## src/rtl/countdown_timer.sv

```systemverilog
// countdown_timer: loadable down-counter for the seven-segment display.
// Decrements `value` once every CLKS_PER_TICK cycles while running, with
// start / pause / resume control and a one-cycle `timeout` pulse on expiry.
// Optional feature macro: COUNTDOWN_TIMER_AUTORELOAD_EN -- when defined, the
// counter reloads the last loaded value on expiry and keeps running.
//
// state | meaning
// IDLE  | stopped, waiting for start (value != 0)
// RUN   | prescaler advancing, value decrements on each tick
// PAUSE | prescaler and value frozen, waiting for start
// DONE  | expired, value held at 0 until load or reset
module countdown_timer #(
  parameter int CLKS_PER_TICK = 50_000_000,
  parameter int MAX_VALUE     = 4999,
  parameter int START_VALUE   = 60
) (
  input  logic        clk,
  input  logic        rst,
  input  logic        start,
  input  logic        pause,
  input  logic        load,
  input  logic [12:0] load_value,
  output logic [12:0] value,
  output logic        running,
  output logic        timeout
);

  localparam int VW = 13;
  localparam int PW = (CLKS_PER_TICK > 2) ? $clog2(CLKS_PER_TICK) : 1;

  typedef enum logic [1:0] {IDLE, RUN, PAUSE, DONE} state_t;

  state_t         state_q, state_d;
  logic [PW-1:0]  presc_q, presc_d;
  logic [VW-1:0]  value_d;
  logic           running_d, timeout_d;
  logic [VW-1:0]  load_sat;
  logic           tick;
  logic           expire;
  logic           start_ok;
  logic [VW-1:0]  expire_value;

  assign load_sat = (load_value > VW'(MAX_VALUE)) ? VW'(MAX_VALUE) : load_value;
  assign tick     = (state_q == RUN) && (presc_q == PW'(CLKS_PER_TICK - 1));
  assign expire   = tick && (value == VW'(1));

`ifdef COUNTDOWN_TIMER_AUTORELOAD_EN
  logic [VW-1:0] reload_q;

  // Reload register remembers the most recent applied load value
  always_ff @(posedge clk or posedge rst) begin
    if (rst)       reload_q <= VW'(START_VALUE);
    else if (load) reload_q <= load_sat;
  end

  assign start_ok     = (reload_q != '0);
  assign expire_value = reload_q;
`else
  assign start_ok     = (value != '0);
  assign expire_value = '0;
`endif

  // State and registered outputs; reset forces outputs without a clock edge
  always_ff @(posedge clk or posedge rst) begin
    if (rst) begin
      state_q <= IDLE;
      presc_q <= '0;
      value   <= VW'(START_VALUE);
      running <= 1'b0;
      timeout <= 1'b0;
    end else begin
      state_q <= state_d;
      presc_q <= presc_d;
      value   <= value_d;
      running <= running_d;
      timeout <= timeout_d;
    end
  end

  // Next-state decode; load overrides every state
  always_comb begin
    state_d = state_q;
    if (load) begin
      state_d = IDLE;
    end else begin
      case (state_q)
        IDLE:  if (start && start_ok) state_d = RUN;
        RUN: begin
          if (pause) state_d = PAUSE;
`ifndef COUNTDOWN_TIMER_AUTORELOAD_EN
          if (expire) state_d = DONE;
`endif
        end
        PAUSE: if (start) state_d = RUN;
        default: state_d = state_q;
      endcase
    end
  end

  // Next values for prescaler, count and output flags
  always_comb begin
    presc_d   = presc_q;
    value_d   = value;
    running_d = (state_d == RUN);
    timeout_d = 1'b0;
    if (load) begin
      value_d = load_sat;
      presc_d = '0;
    end else begin
      case (state_q)
        IDLE: if (state_d == RUN) presc_d = '0;
        RUN: begin
          if (tick) begin
            // a tick due in the same cycle as pause still decrements
            presc_d = '0;
            if (expire) begin
              value_d   = expire_value;
              timeout_d = 1'b1;
            end else begin
              value_d = value - 1'b1;
            end
          end else if (!pause) begin
            presc_d = presc_q + 1'b1;
          end
        end
        default: presc_d = presc_q;
      endcase
    end
  end

endmodule

```

## config.mk

```make
export PLATFORM = sky130hd
export DESIGN_NAME = countdown_timer
export DESIGN_NICKNAME = d
export VERILOG_FILES = /design/src/rtl/countdown_timer.sv
export SDC_FILE = /design/constraint.sdc
export NUM_CORES = 1
export LEC_CHECK = 0
export ABC_AREA = 1
export CAP_MARGIN = 20
export CELL_PAD_IN_SITES_DETAIL_PLACEMENT = 0
export CELL_PAD_IN_SITES_GLOBAL_PLACEMENT = 1
export CORE_ASPECT_RATIO = 2
export CORE_MARGIN = 10
export CORE_UTILIZATION = 44
export DETAILED_ROUTE_END_ITERATION = 8
export GPL_TIMING_DRIVEN = 0
export PLACE_DENSITY = 0.95
export SYNTH_ARGS = -nofsm -noshare
export SYNTH_HDL_FRONTEND = slang
export SYNTH_SLANG_ARGS = --single-unit
```

## constraint.sdc

```tcl
create_clock -name clk -period 2.9 [get_ports clk]
set_clock_uncertainty 0.05 [all_clocks]
set_input_delay 0.725 -clock clk [delete_from_list [all_inputs] [get_ports clk]]
set_output_delay 0.725 -clock clk [all_outputs]
set_load 0.005 [all_outputs]
```

Word level (Yosys, flattened, before mapping)
Index checks and enable logic that the tools add are counted.
{ "classes": {"add_sub_neg": 2, "magnitude_cmp": 1, "eq_ne": 7, "muxes": 20, "reduce_logical": 10} }
{ "ops": {"columns": ["operator", "n"], "rows": [
  ["$mux 26", 4],
  ["$mux 13", 5],
  ["$pmux 26 s2", 1],
  ["$add 26x1->26 const B", 1],
  ["$eq 26x26->1 const B", 1],
  ["$eq 13x1->1 const B", 1],
  ["$gt 13x13->1 const B", 1],
  ["$reduce_bool 13->1", 1],
  ["$sub 13x1->13 const B", 1],
  ["$mux 2", 5],
  ["$pmux 2 s3", 1],
  ["$eq 2x1->1 const B", 2],
  ["$mux 1", 4],
  ["$ne 4x4->1 const B", 1],
  ["$reduce_bool 2->1", 2],
  ["$logic_and 1x1->1", 3],
  ["$ne 3x3->1 const B", 1],
  ["$reduce_and 3->1", 1],
  ["$reduce_bool 3->1", 1],
  ["$eq 2x2->1 const B", 1],
  ["$logic_not 2->1", 1],
  ["$reduce_and 2->1", 1]
]} }
{ "word_totals": {"regBits": 43, "elab_cells": 45} }

Longest topological paths before layout
{ "logic_depth": {"ltp_word": 10, "ltp_mapped": 14, "mapped_depth_nobuf": 12} }

Least setup slack after synthesis
Ideal clock, no wire load.
{ "synth_timing": {"path_kind": "input -> register", "startpoint": "input port load", "endpoint": "register presc_q[7]", "t_arrival_ps": 1660, "required_time_ps": 2732, "path_slack_ps": 1072, "stages": 9, "path_cell_list": "buf_2 > inv_2 > nand3_1 > nand4_2 > nand2_4 > nand2_8 > buf_6 > nand3_1 > nand2_1"} }
{ "synth_via": {"elab_chain_len": 4} }
{ "synth_lines": {"columns": ["item", "line_no", "rtl"], "rows": [
  ["start: declaration", "21", "input logic load,"],
  ["$mux 2", "83", "if (load) begin"],
  ["$eq 2x1->1", "111", "IDLE: if (state_d == RUN) presc_d = '0;"],
  ["$ne 3x3->1 (no source line)", null, null],
  ["$reduce_and 3->1 (no source line)", null, null],
  ["end signal: assignment", "73", "presc_q <= presc_d;"],
  ["end: declaration", "34", "logic [PW-1:0] presc_q, presc_d;"]
]} }
Several ways; a longest one is shown, not always the timed one.
A chain may end at the register's enable or synchronous reset.

Final worst setup path
{ "layout_timing": {"startpoint": "register presc_q[0]", "endpoint": "register presc_q[3]"} }
{ "layout_via": {"elab_chain_len": 9} }
{ "layout_lines": {"columns": ["item", "line_no", "rtl"], "rows": [
  ["$eq 26x26->1", "44", "assign tick = (state_q == RUN) && (presc_q == PW'(CLKS_PER_TICK - 1));"],
  ["$logic_and 1x1->1", "44", null],
  ["$logic_and 1x1->1", "45", "assign expire = tick && (value == VW'(1));"],
  ["$mux 2", "91", "if (expire) state_d = DONE;"],
  ["$pmux 2 s3", "86", "case (state_q)"],
  ["$mux 2", "83", null],
  ["$eq 2x1->1", "111", null],
  ["$ne 3x3->1 (no source line)", null, null],
  ["$reduce_and 3->1 (no source line)", null, null]
]} }
Several ways; a longest one is shown, not always the timed one. The select of a mux whose other input is x is not followed.

==> reports/qor.csv <==
stage,metric,value,unit
clocking,cts_tree,built,
layout,fin_cells,597,
route,drt_wl_total,8.84,mm
clocking,cts_resized,0,
place,dp_hpwl,6.76,mm
route,via_per_inst,5.22,
timing,max_freq,434,MHz
setup_path,cp_data_arrival_time,2.48,ns
die,core_area,7160,um^2
layout,antenna_cells,0,
setup_path,path_cells,ha_1 -> nand3_4 -> nor2_2 -> nand2_2 -> o21ai_2 -> nor2_1 -> clkbuf_1 -> nand4_1 -> nand2_1,
timing,final_hold_viol_count,0,
clocking,clk_latency,0.29,ns
synth,synth.distinct_cells,37,
timing,rsz0062_at_grt,no,
die,pin_count,33,
global_route,grt_pass1_wl,14.8,mm
power,p_leak,1.80,nW
setup_path,critical_path.top_delay_family,simple AND/OR/NAND/NOR gates,
power,p_per_area,397,nW/um^2
layout,drive_above_1_share,9.11,%
die,start_util,44.7,%
route,firstDrtPassIters,4,
layout,area_growth,18.6,%
clocking,cts-buffers-inserted,5,
timing,fin_tns_setup,0,ns
die,rows,44,
setup_path,cp_num_buf_inv,1,
route,vias,3117,
setup_path,cp-end-kind,flop,
global_route,grt.total_usage,16.2,%
synth,synth_edf_count,0,
clocking,clkTransAtPathRegs,0.06,ns
synth,syn_inst,465,
layout,fin_nets,526,
route,ant_nets,0,
synth,yosys_warnings,0,
clocking,ctsLongestPathBuffers,2,
global_route,grt_max_degree,23,
setup_path,required,3.07,ns
run,cap_violations,0,
layout,final_cell_mix,"nand2_1, nor2_1, inv_1, nand3_1, dfrtp_1",
setup_path,crit_path_max_fanout,10,
global_route,grt_pass1_vias,2981,
synth,synth_fp_nets,487,
power,total_power,1.51,mW
clocking,cts_sinks,43,
global_route,grt_overflow,0,
route,routedWlPerCell,14.8,um
power,ir_drop,0.441,mV
clocking,htree_levels,2,
clocking,holdBufCountCts,0,
synth,ys_ff_latch,43,
place,placedCellCount,589,
timing,worstMarginPinSlew,0.568,ns
die,die_y,141,um
synth,yosysSeqAreaShare,33.8,%
timing,drv_slew,0,
synth,synth-main-ff-cell,dfrtp_1,
layout,final_common_cell,nand2_1,
place,gp_routability_congestion,0.919,
clocking,postCtsSetupRepairBufs,0,
place,port-buffer-count,31,
timing,max-slew-margin-rel,62.2,%
setup_path,slowest_stage,clkbuf_1,
synth,avgSynthCellArea,6.88,um^2
clocking,root_buffer,clkbuf_16,
die,die-area,11300,um^2
synth,ys_async_sr_fraction,100,%
outcome,status,finished clean,
setup_path,critPathMaxStageDelay,0.47,ns
timing,final.period_utilization,79.5,%
die,die_w,80.3,um
layout,fillers,729,
timing,finalSetupViolCount,0,
setup_path,cp-start-kind,flop,
global_route,antenna_found_initial,0,
route,drc_errors,0,
worst_hold_path,hold_path_class,flop to flop,
timing,min_period,2.30,ns
layout,finish.utilization,53.0,%
synth,syn_area,3200,um^2
route,drt_iter0_markers,255,
setup_path,crit_type,flop to flop,
-- cell usage after synthesis, types with 4 or more instances --
cell        n  share of area [%]
dfrtp_1    39                 31
ha_1        4                1.6
buf_4       4               0.94
nand4_1    33                6.5
inv_2       5               0.59
xor2_1     25                6.8
o21ai_0    15                2.3
o211ai_1    4               0.94
a21oi_1     8                1.3
buf_2       6               0.94
nor2_1     64                7.5
nor3_1     11                1.7
inv_1      48                5.6
nand3_1    47                7.4
nand2_1   115                 13
dfstp_2     4                3.3
-- per-layer routing --
metal | GRT usage, % | part of all wire (%)
met1 | 21.3 | 44
met2 | 26.1 | 50
met3 | 2.48 | 4.1
met4 | 5.13 | 1.7
met5 | 0 | 0
-- logic make-up (layout without fill, tap and decap cells) --
logic type | Yosys count | in the layout | synth area share [%]
AND/OR/NAND/NOR | 289 | 289 | 42.3
buffers and inverters | 71 | 111 | 9.50
flip-flops | 43 | 43 | 33.8
AO/OA/AOI/OAI | 30 | 30 | 5.20
XOR/XNOR | 28 | 28 | 7.67
adder cells (fa/ha/maj) | 4 | 4 | 1.56
-- flip-flops by register name (all words and copies together), names as in the netlist --
| signal | cells |
|---|---|
| value | 13 |
| presc_q | 26 |
| timeout | 1 |
| state_q | 2 |
| running | 1 |
-- area by class of cell --
class	instances	area (um^2)	area share [%]
plain buffers	17	101	2.67
clock buffers	6	129	3.40
clock inverters	2	12.5	0.330
inverters	54	203	5.34
multi-input cells	351	1810	47.8
flip-flops and latches	43	1080	28.5
well taps	92	115	3.03
repair buffers	32	338	8.91
-- stage by stage --
stage / instance area, um^2 / setup slack, ns / hold WS [ns]
4_1_cts: 3790 / 0.597 / 0.478
6_report: 3790 / 0.596 / 0.476
3_3_place_gp: 3620 / 0.165 / 0.465
5_1_grt: 3790 / 0.412 / 0.508
3_5_place_dp: 3650 / 0.369 / 0.468
2_1_floorplan: 3200 / 1.07 / 0.446
-- where the power goes --
part / switching [mW] / total (mW) / internal, mW
clock network: 0.235 / 0.553 / 0.318
registers: 0.0315 / 0.662 / 0.630
logic: 0.167 / 0.291 / 0.124
-- path summary, 6_finish.rpt --
kind	depth (start not counted)	slack, ns	end	startpoint
setup / recovery	9	0.60	presc_q[3]	presc_q[0]
hold / removal	2	0.48	value[5]	value[5]
setup reg to reg	9	0.60	presc_q[3]	presc_q[0]
hold reg to reg	2	0.48	value[5]	value[5]
max in group asynchronous	3	1.49	value[4]	rst
min in group asynchronous	2	0.74	value[0]	rst
-- worst min-delay path, cell delays in order, from the launching register on --
cell and delay [ns]:
dfstp_2 0.39, o211ai_1 0.09, nand2_1 0.05
Power figures use the tool's default switching activity.
